### config.mk
export PLATFORM = sky130hd
export DESIGN_NAME = mmr_intr_coalescer
export DESIGN_NICKNAME = d
export VERILOG_FILES = /design/src/rtl/mmr_intr_coalescer.sv
export SDC_FILE = /design/constraint.sdc
export NUM_CORES = 1
export LEC_CHECK = 0
export ABC_AREA = 1
export CORE_MARGIN = 4
export CORE_UTILIZATION = 44
export DETAILED_ROUTE_END_ITERATION = 10
export GPL_TIMING_DRIVEN = 0
export PLACE_DENSITY = 0.75
export SLEW_MARGIN = 25
export SYNTH_ARGS = -nofsm -noshare
export SYNTH_HDL_FRONTEND = slang
export SYNTH_SLANG_ARGS = --single-unit
### constraint.sdc
create_clock -name clock -period 4.6 [get_ports clock]
set_input_delay 1.38 -clock clock [delete_from_list [all_inputs] [get_ports clock]]
set_output_delay 1.38 -clock clock [all_outputs]
set_load 0.005 [all_outputs]
### src/rtl/mmr_intr_coalescer.sv
// mmr_intr_coalescer
//   Interrupt coalescer sitting behind an MMR status/mask block. The enabled
//   status bits are OR-reduced to one pending level. Rising bits (new events)
//   are counted, and irq is raised when the count reaches a threshold or a
//   timeout expires. After irq drops, a holdoff window keeps it low for a
//   minimum number of cycles.
//
// Ports
//   clock        system clock, all logic on posedge
//   reset_n      synchronous active-low reset
//   isr          N_WORDS x 32 interrupt status words
//   imr          N_WORDS x 32 interrupt mask words (1 = enabled)
//   cfg_enable   coalescing enable; 0 = pass-through
//   cfg_thresh   event count that fires irq
//   cfg_timeout  coalescing timeout in cycles; 0 = no timeout
//   cfg_holdoff  minimum irq-low cycles after deassert
//   irq          registered level interrupt
//   irq_count    count of irq rising edges, wraps at 2^32
//   state_dbg    current FSM state encoding
module mmr_intr_coalescer #(
    parameter int unsigned N_WORDS   = 2,
    parameter int unsigned CNT_WIDTH = 8,
    parameter int unsigned TMR_WIDTH = 16
) (
    input  logic                       clock,
    input  logic                       reset_n,
    input  logic [N_WORDS-1:0][31:0]   isr,
    input  logic [N_WORDS-1:0][31:0]   imr,
    input  logic                       cfg_enable,
    input  logic [CNT_WIDTH-1:0]       cfg_thresh,
    input  logic [TMR_WIDTH-1:0]       cfg_timeout,
    input  logic [TMR_WIDTH-1:0]       cfg_holdoff,
    output logic                       irq,
    output logic [31:0]                irq_count,
    output logic [1:0]                 state_dbg
);

    typedef enum logic [1:0] {
        IDLE     = 2'd0,
        COALESCE = 2'd1,
        ASSERT   = 2'd2,
        HOLDOFF  = 2'd3
    } state_t;

    state_t                     state, state_next;
    logic [CNT_WIDTH-1:0]       count, count_next, count_inc;
    logic [TMR_WIDTH-1:0]       timer, timer_next, timer_inc;
    logic [N_WORDS-1:0][31:0]   masked, masked_q;
    logic                       pending, new_event, irq_next;

    // Several newly set bits in one cycle still count as a single event.
    always_comb begin
        masked    = isr & imr;
        pending   = |masked;
        new_event = |(masked & ~masked_q);
        count_inc = (count == '1) ? count : count + CNT_WIDTH'(1);
        timer_inc = (timer == '1) ? timer : timer + TMR_WIDTH'(1);
    end

    // State register
    always_ff @(posedge clock) begin
        if (!reset_n) begin
            state     <= IDLE;
            count     <= '0;
            timer     <= '0;
            masked_q  <= '0;
            irq       <= 1'b0;
            irq_count <= '0;
        end else begin
            state    <= state_next;
            count    <= count_next;
            timer    <= timer_next;
            masked_q <= masked;
            irq      <= irq_next;
            if (irq_next && !irq)
                irq_count <= irq_count + 32'd1;
        end
    end

    // Next-state logic
    always_comb begin
        state_next = state;
        count_next = count;
        timer_next = timer;
        unique case (state)
            IDLE: begin
                count_next = '0;
                timer_next = '0;
                if (pending && (!cfg_enable || cfg_thresh <= CNT_WIDTH'(1))) begin
                    state_next = ASSERT;
                end else if (new_event) begin
                    state_next = COALESCE;
                    count_next = CNT_WIDTH'(1);
                end
            end
            COALESCE: begin
                timer_next = timer_inc;
                count_next = new_event ? count_inc : count;
                // A software clear wins over any firing condition.
                if (!pending) begin
                    state_next = IDLE;
                    count_next = '0;
                    timer_next = '0;
                end else if (!cfg_enable
                             || (count_next >= cfg_thresh)
                             || ((cfg_timeout != '0) && (timer_inc >= cfg_timeout))) begin
                    state_next = ASSERT;
                end
            end
            ASSERT: begin
                if (!pending) begin
                    timer_next = '0;
                    count_next = '0;
                    state_next = (cfg_holdoff == '0) ? IDLE : HOLDOFF;
                end
            end
            HOLDOFF: begin
                // Events arriving here are not counted; pending re-evaluates in IDLE.
                if (timer_inc >= cfg_holdoff) begin
                    state_next = IDLE;
                    timer_next = '0;
                end else begin
                    timer_next = timer_inc;
                end
            end
            default: state_next = IDLE;
        endcase
    end

    // Output logic
    always_comb begin
        irq_next  = (state_next == ASSERT);
        state_dbg = state;
    end

endmodule

==> Word level (Yosys, flattened, before mapping) <==
Cells that the tools add are included.
{ "totals": {"output_inout_bits": 35, "regBits": 123, "elab_cells": 59} }
{ "classes": {"eq_ne": 7, "reduce_logical": 15, "n_mux": 20, "bitwise_logic": 3, "order_cmp": 4, "n_addsub": 3} }
{ "op_table": {"columns": ["operator", "n"], "rows": [
  ["$and 64x64->64", 2],
  ["$reduce_or 64->1", 2],
  ["$mux 16", 4],
  ["$not 64->64", 1],
  ["$pmux 16 s4", 1],
  ["$add 32x1->32 const B", 1],
  ["$ge 16x16->1", 2],
  ["$mux 8", 4],
  ["$pmux 8 s3", 1],
  ["$add 16x1->16 const B", 1],
  ["$eq 16x16->1 const B", 1],
  ["$logic_not 16->1", 1],
  ["$reduce_bool 16->1", 1],
  ["$mux 2", 7],
  ["$add 8x1->8 const B", 1],
  ["$eq 8x8->1 const B", 1],
  ["$ge 8x8->1", 1],
  ["$le 8x1->1 const B", 1],
  ["$pmux 2 s4", 1],
  ["$eq 2x2->1 const B", 3],
  ["$logic_and 1x1->1", 3],
  ["$logic_or 1x1->1", 3],
  ["$reduce_bool 3->1", 1],
  ["$eq 2x1->1 const B", 1],
  ["5 further kinds", 7]
]} }

==> Longest topological paths before layout <==
Gate-level depths: netlist (run 1).
{ "depth": {"word_depth": 12, "depth_mapped": 28, "mapped_depth_nobuf": 27} }

==> Worst setup path before layout (run 1) <==
No wires, ideal clock.
{ "synth_path": {"path_type": "input to register", "start": "in isr[45] (netlist bit)", "end": "reg irq_count[30]", "required_time_ns": 4.485, "stages": 26, "n_path_buf": 1, "slack_ns": 0.526, "arrival_time_ns": 3.959, "path_cell_list": "nand2_1 -> or2_2 -> o211ai_1 -> nor2_1 -> nand2_1 -> nor2_2 -> nand2_2 -> nand2_1 -> or2_2 -> o21ai_0 -> inv_1 -> ha_1 -> a21oi_1 -> o21ai_0 -> nand2_1 -> nand4_1 -> inv_1 -> nand3_1 -> nand2_1 -> nand3_1 -> nand2_2 -> inv_1 -> buf_2 -> nand4_1 -> nand2_1 -> nor2_1"} }
{ "synth_via": {"elab_chain_cells": 12} }
{ "synth_lines": {"columns": ["item", "line_no", "rtl"], "rows": [
  ["start: declaration", "27", "input logic [N_WORDS-1:0][31:0] isr,"],
  ["$and 64x64->64 *", "53", "masked = isr & imr;"],
  ["$and 64x64->64", "55", "new_event = |(masked & ~masked_q);"],
  ["$reduce_or 64->1", "55", null],
  ["$mux 8", "98", "count_next = new_event ? count_inc : count;"],
  ["$ge 8x8->1", "105", "|| (count_next >= cfg_thresh)"],
  ["$logic_or 1x1->1", "105", null],
  ["$logic_or 1x1->1", "106", "|| ((cfg_timeout != '0) && (timer_inc >= cfg_timeout))) begin"],
  ["$mux 2", "104", "end else if (!cfg_enable"],
  ["$mux 2", "100", "if (!pending) begin"],
  ["$pmux 2 s4 *", "85", "unique case (state)"],
  ["$eq 2x2->1 *", "132", "irq_next = (state_next == ASSERT);"],
  ["$logic_and 1x1->1 *", "75", "if (irq_next && !irq)"],
  ["end signal: assignment", "76", "irq_count <= irq_count + 32'd1;"],
  ["end: declaration", "34", "output logic [31:0] irq_count,"]
]} }
Mark *: on every way between the ends. The rest lies on a longest branch, timed or not.
A chain may end at the register's enable or synchronous reset.

==> Worst setup path after layout (run 1) <==
{ "layout_path": {"start": "in imr[17] (netlist bit)", "end": "reg irq_count[1]"} }
{ "layout_via": {"elab_chain_cells": 12} }
{ "layout_lines": {"columns": ["item", "line_no", "rtl"], "rows": [
  ["start: declaration", "28", "input logic [N_WORDS-1:0][31:0] imr,"],
  ["$and 64x64->64 *", "53", null],
  ["$and 64x64->64", "55", null],
  ["$reduce_or 64->1", "55", null],
  ["$mux 8", "98", null],
  ["$ge 8x8->1", "105", null],
  ["$logic_or 1x1->1", "105", null],
  ["$logic_or 1x1->1", "106", null],
  ["$mux 2", "104", null],
  ["$mux 2", "100", null],
  ["$pmux 2 s4 *", "85", null],
  ["$eq 2x2->1 *", "132", null],
  ["$logic_and 1x1->1 *", "75", null]
]} }
Marked as above.

==> impl_metrics.csv, run 1 <==
group,metric,value,unit
cells_and_area,diodes,0,
worst_setup_path,cp.required,4910,ps
logic_synthesis,syn-num-nets,1292,
logic_synthesis,synth_enable_flop_cells,0,
detailed_routing,routed-via-count,7775,
min_path,hold_depth,2,
power_and_ir_drop,power_density,289,mW/mm2
die,rows,46,
power_and_ir_drop,ir_drop,0.247,mV
cells_and_area,drive_gt1_share,15.8,%
logic_synthesis,yosysUniqueCellTypes,41,
global_route,grt_pass1_vias,7009,
power_and_ir_drop,p_clk_share,40.6,%
worst_setup_path,worstReg2RegEnd,"irq_count[1]",
worst_setup_path,slowest_stage,"clkdlybuf4s50_1",
detailed_routing,detail-route-antenna-nets,0,
clocking,ctsRootBufferMaster,"clkbuf_16",
worst_setup_path,r2r-start,"timer[0]",
detailed_routing,wl_per_cell,13.3,um
power_and_ir_drop,p_int,0.00221,W
logic_synthesis,synth-seq-area-share,34.2,%
timing,finalCritPeriodShare,99.0,%
min_path,hold_start,"count[3]",
clocking,tritoncts,"yes",
global_route,antenna_found_initial,0,
worst_setup_path,cp-end-kind,"flip-flop",
outcome,status,"finished, final reports clean",
power_and_ir_drop,combPwrFrac,22.9,%
cells_and_area,area_growth,50.7,%
worst_setup_path,critPathMaxFanout,5,
cells_and_area,multi_input_area,0.00454,mm2
clocking,cts_inserted_buffers,17,
clocking,htree_levels,4,
die,die_w,136,um
worst_setup_path,crit_path_max_incr_delay,420,ps
timing,clock.fmax,220,MHz
logic_synthesis,async_flop_share,0,%
detailed_routing,drt_pass1_iterations,4,
power_and_ir_drop,p_switching,0.000927,W
timing,hold_violations,0,
die,die-height,136,um
logic_synthesis,yosys_warnings,0,
timing,fin_worst_skew,18.6,ps
logic_synthesis,yosys_register_bits,123,
die,core_area,0.0159,mm2
placed_design,place_ws,-515,ps
worst_setup_path,rrSetupSlack,720,ps
cells_and_area,nets,1546,
logic_synthesis,netlist_area,0.00720,mm2
detailed_routing,drc,0,
timing,setup_slack,45.5,ps
global_route,globalRoute.totalOverflow,0,
placed_design,dp_hpwl,15500,um
detailed_routing,drtIter0Drc,379,
global_route,grt_max_degree,17,
worst_setup_path,path_class,"in -> reg",
min_path,hold_path.class,"reg -> reg",
placed_design,gp_congestion,0.906,
clocking,cts_buffer_depth,2,
logic_synthesis,syn_avg_cell_area,6.71,um2
power_and_ir_drop,leakage,5.23,nW
detailed_routing,drt_wl_total,20700,um
timing,worst_pin_slew,563,ps
timing,maxSlewHeadroom,62.4,%
timing,setup-violations-final,0,
global_route,grt_usage,21.0,%
global_route,grt_pass1_wl,31800,um
power_and_ir_drop,p_sw_share,29.5,%
detailed_routing,via_per_inst,4.99,
worst_setup_path,reg2reg_depth,24,
logic_synthesis,synth_ff_type,"dfxtp_1",
timing,rsz0062_at_grt,"yes",
logic_synthesis,synth_cells,1074,
die,initial_core_util,45.2,%
cells_and_area,seq_area,0.00246,mm2
power_and_ir_drop,seqPwrFrac,36.5,%
placed_design,place.port_buffers,204,
flow_run,maxCapViolations,0,
timing,worst_hold_slack,490,ps
clocking,cts.sinks,123,
worst_setup_path,cp.arrival,4870,ps
timing,min_period,4550,ps
timing,slew_violations,0,
cells_and_area,n_fill_cell,1375,
clocking,path_clk_slew,60,ps
die,dieArea,0.0185,mm2
worst_setup_path,cp_num_buf_inv,4,
clocking,clkLatencyLatePin,420,ps
die,ios,206,
worst_setup_path,crit_path_start_kind,"input pin",
min_path,hold_end,"count[3]",
worst_setup_path,crit_family,"simple AND/OR/NAND/NOR gates",
[placed cells by master, fill, tap and decap left out, types with 15 or more instances in the layout]
cell	instances
a21oi_1	52
a21oi_2	29
buf_4	28
clkbuf_1	15
clkbuf_16	17
clkdlybuf4s50_1	156
dfxtp_1	123
dlymetal6s2s_1	48
ha_1	44
inv_1	115
nand2_1	211
nand2_2	49
nand3_1	22
nand4_1	50
nor2_1	194
nor3_1	17
o21ai_0	18
[worst max-delay path by stage]
stage,start,to,slack (ps),cells after the start
2_1_floorplan,isr[45],irq_count[30],530,26
3_3_place_gp,isr[40],irq_count[2],-480,25
3_5_place_dp,isr[40],irq_count[22],-520,27
4_1_cts,imr[45],irq_count[22],20,25
5_1_grt,isr[29],irq_count[1],-220,26
6_report,imr[17],irq_count[1],50,27
[Yosys cell counts (all sizes together), types with 9 or more instances]
master | count | area, um2
a21oi | 83 | 419
o21ai | 26 | 130
nand3 | 27 | 155
nor4 | 9 | 62.6
nand4 | 50 | 313
nor3 | 25 | 158
nand2 | 265 | 1030
clkbuf | 14 | 52.6
ha | 47 | 588
dfxtp | 123 | 2460
buf | 11 | 72.6
or2 | 15 | 93.8
inv | 120 | 450
nor2 | 211 | 855
[worst register-to-register path: stages (launching register included)]
cell	delay [ps]
dfxtp_1	330
inv_1	80
nor3_2	220
inv_1	100
nor2_1	210
nand2_1	70
inv_1	70
nand3_1	110
nor3_2	210
a21oi_1	100
a31oi_1	300
ha_1	200
nand2_1	90
nor3_1	350
nand3_1	170
and3_1	240
nand2_1	70
nand3_2	120
nand2_2	110
nand2_4	70
nor2_4	130
buf_6	150
buf_6	140
a21oi_1	70
nor2_1	100
[layout make-up]
cell class	instances	share of cell area [%]
inverter	120	4.17
clock buffer	18	3.95
clock inverter	14	1.24
tap	216	2.49
timing repair buffer	235	22.2
multi-input combinational	806	41.8
sequential	123	22.7
buffer	25	1.46
[power by group through the flow]
stage                     sequential [W]  combinational [W]  clock (W)
after floorplan                  0.00116           0.000349          0
after global placement           0.00117           0.000598          0
after detailed placement         0.00117           0.000609          0
after CTS                        0.00115           0.000624    0.00129
after global routing             0.00115           0.000795    0.00134
final                            0.00115           0.000718    0.00128
[state kept, by name, summed over array words and instances, names as in the netlist]
signal	flops
irq	1
masked_q	64
state_dbg	2
timer	16
irq_count	32
count	8
[per-stage QoR]
stage                     instances  util [%]  area (um2)  TNS [ps]  power, W
after floorplan                1074         -        7200         0   0.00151
after global placement         1494      59.7        9520    -14690   0.00177
after detailed placement       1494      59.7        9520    -15410   0.00178
after CTS                      1528      63.4       10100         0   0.00306
after global routing           1557      68.1       10900     -5250   0.00329
final                          1557      68.1       10900         0   0.00314
[per-layer routing]
| metal | part of all wire, % | wire, um | track usage [%] |
|---|---|---|---|
| met1 | 44 | 9050 | 26.3 |
| met2 | 49 | 10100 | 36.2 |
| met3 | 5.8 | 1200 | 5.11 |
| met4 | 1.5 | 321 | 5.77 |
| met5 | 0 | 0 | 0 |
[cell families (layout without fill, tap and decap cells)]
| family | Yosys count | after routing | share of synthesized area (%) |
|---|---|---|---|
| fa+ha+maj | 47 | 47 | 8.16 |
| flops | 123 | 123 | 34.2 |
| buf+inv | 145 | 412 | 7.99 |
| compound gates | 136 | 136 | 10.3 |
| simple gates | 610 | 610 | 37.8 |
| xor+xnor | 13 | 13 | 1.58 |
[what timing repair did]
action                                  4_1_cts  5_1_grt
hold buffers                                  0        0
endpoints found under the setup margin       30       35
pin swaps                                     1       59
buffers inserted                              2       26
cloned                                        0        4
gates resized for setup                       7      170
Note: power is estimated with default switching activity, not from simulation.
==> run 2, diff against run 1 <==
- CORE_UTILIZATION: 44 -> 47
- PLACE_DENSITY: 0.75 -> 0.79
==> run 2 against run 1 <==
First-iteration DRC count increased by 2.1%. Wire length shrank 1.4%. Clock power is 11% higher. Clock skew down 5.0 ps. Critical endpoint is now irq_count[5].
==> impl_metrics.csv, run 2 (synthesized netlist as in run 1, its figures left out) <==
group,metric,value,unit
detailed_routing,routed-via-count,7767,
timing,maxSlewHeadroom,62.6,%
timing,setup_slack,98.8,ps
min_path,hold_start,"count[3]",
worst_setup_path,r2r-start,"timer[0]",
timing,hold_violations,0,
detailed_routing,drt_pass1_iterations,5,
clocking,htree_levels,4,
timing,setup-violations-final,0,
die,initial_core_util,48.8,%
die,dieArea,0.0174,mm2
global_route,grt_pass1_wl,32200,um
power_and_ir_drop,power,0.00327,W
cells_and_area,reg_top3,"masked_q: 64 flops, irq_count: 32 flops, timer: 16 flops",
timing,fin_worst_skew,13.6,ps
global_route,grt_pass1_vias,7201,
worst_setup_path,rrSetupSlack,770,ps
detailed_routing,drc,0,
global_route,antenna_found_initial,0,
worst_setup_path,reg2reg_depth,24,
cells_and_area,largest_register_ff_count,64,
cells_and_area,fin_util,72.0,%
clocking,ctsRootBufferMaster,"clkbuf_16",
die,ios,206,
clocking,ctsHoldBuffers,0,
global_route,grt_usage,22.1,%
min_path,hold_path.class,"reg -> reg",
power_and_ir_drop,ir_drop,0.272,mV
cells_and_area,drive_gt1_share,14.0,%
die,core_area,0.0148,mm2
clocking,cts_inserted_buffers,17,
die,rows,44,
cells_and_area,n_fill_cell,1171,
cells_and_area,finalInstanceArea,0.0106,mm2
cells_and_area,regMostFlops,"masked_q",
cells_and_area,nets,1535,
timing,clock.fmax,222,MHz
clocking,cts_buffer_depth,2,
timing,slew_violations,0,
power_and_ir_drop,power_density,308,mW/mm2
timing,min_period,4500,ps
global_route,grt_max_degree,17,
power_and_ir_drop,leakage,4.88,nW
clocking,path_clk_slew,60,ps
worst_setup_path,crit_path_start_kind,"input pin",
placed_design,placed_cell_area,0.00948,mm2
die,die-height,132,um
detailed_routing,via_per_inst,5.13,
placed_design,place.port_buffers,204,
min_path,hold_end,"count[3]",
timing,finalCritPeriodShare,97.9,%
die,die_w,132,um
cells_and_area,final_common_cell,"nand2_1",
outcome,status,"finished, final reports clean",
placed_design,place_ws,-493,ps
worst_setup_path,cp.arrival,4810,ps
cells_and_area,layout_common_cells,"225 x nand2_1, 195 x nor2_1, 192 x clkdlybuf4s50_1",
placed_design,dp_hpwl,15500,um
worst_setup_path,critPathMaxFanout,8,
clocking,cts.sinks,123,
worst_setup_path,cp-end-kind,"flip-flop",
cells_and_area,final_cells,1514,
clocking,tritoncts,"yes",
placed_design,placedCellCount,1462,
worst_setup_path,worstReg2RegEnd,"irq_count[5]",
timing,worst_pin_slew,561,ps
worst_setup_path,cp.required,4910,ps
timing,rsz0062_at_grt,"yes",
cells_and_area,diodes,0,
cells_and_area,area_growth,47.5,%
detailed_routing,drt_wl_total,20400,um
detailed_routing,wl_per_cell,13.5,um
detailed_routing,drtIter0Drc,387,
flow_run,maxCapViolations,0,
min_path,hold_depth,2,
detailed_routing,detail-route-antenna-nets,0,
worst_setup_path,path_class,"in -> reg",
placed_design,gp_congestion,0.892,
global_route,globalRoute.totalOverflow,0,
clocking,clkLatencyLatePin,420,ps
-- run 2: cell types whose count changed in the layout (fill, tap and decap cells not counted), sizes merged --
cell	delta
clkbuf	-1
inv	+3
dlymetal6s2s	-36
clkinv	-2
buf	-11
bufinv	+2
clkdlybuf4s50	+36
clkinvlp	-2
-- run 2: how the worst max path moves through the flow --
stage	slack, ps	cells past startpoint	to	from
finish	100	27	irq_count[5]	imr[49]
global route	-90	27	irq_count[1]	isr[52]
CTS	10	26	irq_count[2]	isr[39]
detailed placement	-490	28	irq_count[2]	imr[56]
global placement	-440	25	irq_count[2]	isr[40]
floorplan	530	26	irq_count[30]	isr[45]
-- run 2: where the power goes --
part / switching, W / internal [W]
combinational: 0.000355 / 0.000342
clock: 0.000549 / 0.000874
sequential: 0.0000357 / 0.00111
total: 0.000940 / 0.00233
-- run 2: repair_timing --
| item | in CTS | in global routing |
|---|---|---|
| endpoints found under the setup margin | 30 | 35 |
| gates cloned | 0 | 3 |
| pin swaps | 1 | 34 |
| buffers inserted | 2 | 15 |
| gates resized for setup | 10 | 102 |
-- run 2: area by class of cell --
cell class	count	area (um2)	area share [%]
multi-input combinational	806	4450	41.9
sequential	123	2460	23.2
timing repair buffer	224	2250	21.1
inverter	120	450	4.24
clock buffer	17	425	4.00
tap	184	230	2.17
clock inverter	15	203	1.91
buffer	25	155	1.46
-- run 2: critical path, stage by stage --
cell and delay [ps]:
clkdlybuf4s50_1 490, nand2_2 80, or2_2 270, nand4_1 90, nor2_1 50, nand2_1 100, nor2_4 60, nand2_4 90
nand2_4 80, or2_2 290, o21ai_2 60, inv_2 60, ha_4 220, a21oi_2 130, o21ai_2 60, nand2_1 60
nand4_1 200, a21oi_2 180, nand2_1 80, nand3_2 110, nand2_2 80, nand2_4 90, nor2_4 50, buf_12 140
buf_6 130, a21oi_1 120, nor2_1 60
-- run 2: metal layers --
layer | up-vias | share of wire, % | wire (um) | GRT usage, %
met1 | 3516 | 42 | 8590 | 26.3
met5 | - | 0 | 0 | 0
met2 | 233 | 50 | 10200 | 38.8
met3 | 31 | 5.9 | 1200 | 5.42
met4 | 0 | 2.0 | 414 | 7.76
li1 | 3987 | - | - | -
-- run 2: through the flow --
| stage | setup TNS [ps] | hold slack [ps] |
|---|---|---|
| final | 0 | 499 |
| after detailed placement | -15340 | 489 |
| after floorplan | 0 | 459 |
| after global routing | -2330 | 532 |
| after CTS | 0 | 497 |
| after global placement | -13510 | 480 |
==> run 3, diff against run 2 <==
- CORE_UTILIZATION: 47 -> 44
- PLACE_DENSITY: 0.79 -> 0.78
- SETUP_SLACK_MARGIN: unset -> 0.5
- clock period: 4.6 -> 4.1 ns (I/O delays scaled with it)
==> run 3 against run 2 <==
The run now ends with negative setup slack left. Combinational power rose by 45%. Largest power group unchanged. Die area rose by 6.4%. Critical path depth rose by 1. Critical path type unchanged. Global-route usage up 3.7 points. Clock skew grew 5.7 ps. Final area up 14%. Highest routed layer unchanged. Register-to-register slack got worse by 680 ps.
==> impl_metrics.csv, run 3 (synthesized netlist as in run 1, its figures left out) <==
group,metric,value,unit
cells_and_area,fin_util,76.2,%
placed_design,dp_hpwl,15800,um
timing,slew_violations,0,
detailed_routing,detail-route-antenna-nets,0,
flow_run,maxCapViolations,0,
clocking,tritoncts,"yes",
worst_setup_path,cp_num_cells,28,
cells_and_area,reg_top3,"masked_q: 64 flops, irq_count: 32 flops, timer: 16 flops",
worst_setup_path,worstReg2RegEnd,"irq_count[19]",
cells_and_area,layout_common_cells,"177 x nand2_1, 171 x nor2_1, 138 x buf_4",
detailed_routing,drtIter0Drc,520,
min_path,hold_path.class,"reg -> reg",
worst_setup_path,r2r-start,"count[0]",
global_route,grt_usage,25.8,%
timing,finalCritPeriodShare,102,%
detailed_routing,wl_per_cell,16.0,um
cells_and_area,area_growth,68.6,%
worst_setup_path,worstSetupEndpoint,"irq_count[13]",
clocking,clkLatencyLatePin,430,ps
die,dieArea,0.0185,mm2
detailed_routing,drc,0,
worst_setup_path,path_class,"in -> reg",
outcome,failed_checks,"negative setup slack",
worst_setup_path,cp.arrival,4520,ps
placed_design,place.port_buffers,204,
timing,finalSetupTns,-1270,ps
global_route,grt_pass1_wl,38500,um
timing,rsz0062_at_grt,"yes",
timing,min_period,4170,ps
cells_and_area,regMostFlops,"masked_q",
cells_and_area,final_common_cell,"nand2_1",
clocking,cts_inserted_buffers,17,
cells_and_area,nets,1681,
worst_setup_path,cpMostUsedCell,"nand2_1",
cells_and_area,largest_register_ff_count,64,
power_and_ir_drop,power_density,316,mW/mm2
die,rows,46,
timing,clock.fmax,240,MHz
detailed_routing,routed-via-count,8837,
global_route,grt_max_degree,17,
die,initial_core_util,45.2,%
detailed_routing,drt_pass1_iterations,5,
die,core_area,0.0159,mm2
die,die_w,136,um
power_and_ir_drop,leakage,5.73,nW
worst_setup_path,critPathLaunch,"imr[58]",
clocking,ctsRootBufferMaster,"clkbuf_16",
detailed_routing,via_per_inst,5.22,
timing,worst_hold_slack,499,ps
placed_design,gp_congestion,0.862,
die,ios,206,
placed_design,place_ws,-787,ps
worst_setup_path,reg2reg_depth,26,
placed_design,placedCellCount,1494,
clocking,htree_levels,4,
worst_setup_path,cp_num_buf_inv,6,
worst_setup_path,cp-end-kind,"flip-flop",
clocking,cts.sinks,123,
worst_setup_path,critPathMaxFanout,7,
worst_setup_path,cp.required,4450,ps
timing,setup_slack,-68.4,ps
timing,fin_worst_skew,19.3,ps
timing,hold_violations,0,
detailed_routing,drt_wl_total,27000,um
global_route,grt_pass1_vias,8346,
power_and_ir_drop,ir_drop,0.318,mV
clocking,cts_buffer_depth,2,
global_route,globalRoute.totalOverflow,0,
worst_setup_path,slowest_stage,"nor3_2",
outcome,status,"finished with violations",
timing,worst_pin_slew,649,ps
cells_and_area,final_cells,1693,
worst_setup_path,crit_path_start_kind,"input pin",
worst_setup_path,crit_path_max_incr_delay,190,ps
worst_setup_path,rrSetupSlack,90,ps
cells_and_area,drive_gt1_share,35.8,%
timing,maxSlewHeadroom,56.7,%
cells_and_area,n_fill_cell,1129,
clocking,path_clk_slew,60,ps
die,die-height,136,um
worst_setup_path,crit_family,"simple AND/OR/NAND/NOR gates",
global_route,antenna_found_initial,1,
timing,setup-violations-final,32,
run 3: cell count changes in the layout (fill, tap and decap cells not counted), sizes merged:
cell           delta
buf             +220
clkdlybuf4s50   -116
clkdlybuf4s15    +32
dlygate4sd2      +14
dlymetal6s2s     -12
clkbuf            +8
inv               -3
clkinv            +2
clkinvlp          +2
bufinv            -1
diode             +1
run 3: power breakdown:
group / switching, W / leakage (nW) / internal, W / total (W)
sequential: 0.0000478 / 1.00 / 0.00125 / 0.00130
combinational: 0.000507 / 4.44 / 0.000508 / 0.00101
clock: 0.000626 / 0.283 / 0.000908 / 0.00153
total: 0.00118 / 5.73 / 0.00266 / 0.00384
run 3: layout make-up:
cell class | instances | area, um2 | share of cell area (%)
clock inverters | 15 | 165 | 1.36
plain buffers | 25 | 176 | 1.45
multi-input cells | 806 | 5050 | 41.5
flip-flops and latches | 123 | 2460 | 20.3
clock buffers | 17 | 425 | 3.50
inverters | 120 | 467 | 3.84
repair buffers | 370 | 3130 | 25.8
diodes | 1 | 2.50 | 0.0206
well taps | 216 | 270 | 2.22
run 3: worst min-delay path by stage:
stage / start / to / slack (ps) / cells past startpoint
final: count[3] / count[3] / 500 / 2
after global routing: count[3] / count[3] / 530 / 2
after CTS: count[3] / count[3] / 500 / 2
after detailed placement: count[3] / count[3] / 490 / 2
after global placement: count[3] / count[3] / 480 / 2
after floorplan: count[3] / count[3] / 460 / 2
run 3: what timing repair did:
item,in CTS,in global routing
pin swaps,104,99
endpoints found under the hold margin,0,0
gates resized for setup,461,150
buffers inserted,127,34
cloned,3,2
hold buffers,0,0
setup endpoints to repair,45,59
run 3: per-layer routing:
metal / up-vias / part of all wire, % / wire (um) / global-route usage [%]
li1: 4288 / - / - / -
met1: 4058 / 37 / 9980 / 29.2
met2: 382 / 51 / 13900 / 46.9
met3: 109 / 7.0 / 1890 / 6.40
met4: 0 / 4.7 / 1260 / 9.01
met5: - / 0 / 0 / 0
run 3: worst min-delay path: cells and delay by family, from the launching register on:
| family | cells | cell delay, ps |
|---|---|---|
| AOI/OAI and AO/OA | 1 | 50 |
| DFF | 1 | 330 |
| and+or+nand+nor | 1 | 70 |
run 3: per-stage QoR:
step	total power, W	instance area (um2)
6_report	0.00384	12100
5_1_grt	0.00399	12100
4_1_cts	0.00366	11400
3_5_place_dp	0.00203	9730
3_3_place_gp	0.00201	9730
2_1_floorplan	0.00172	7420
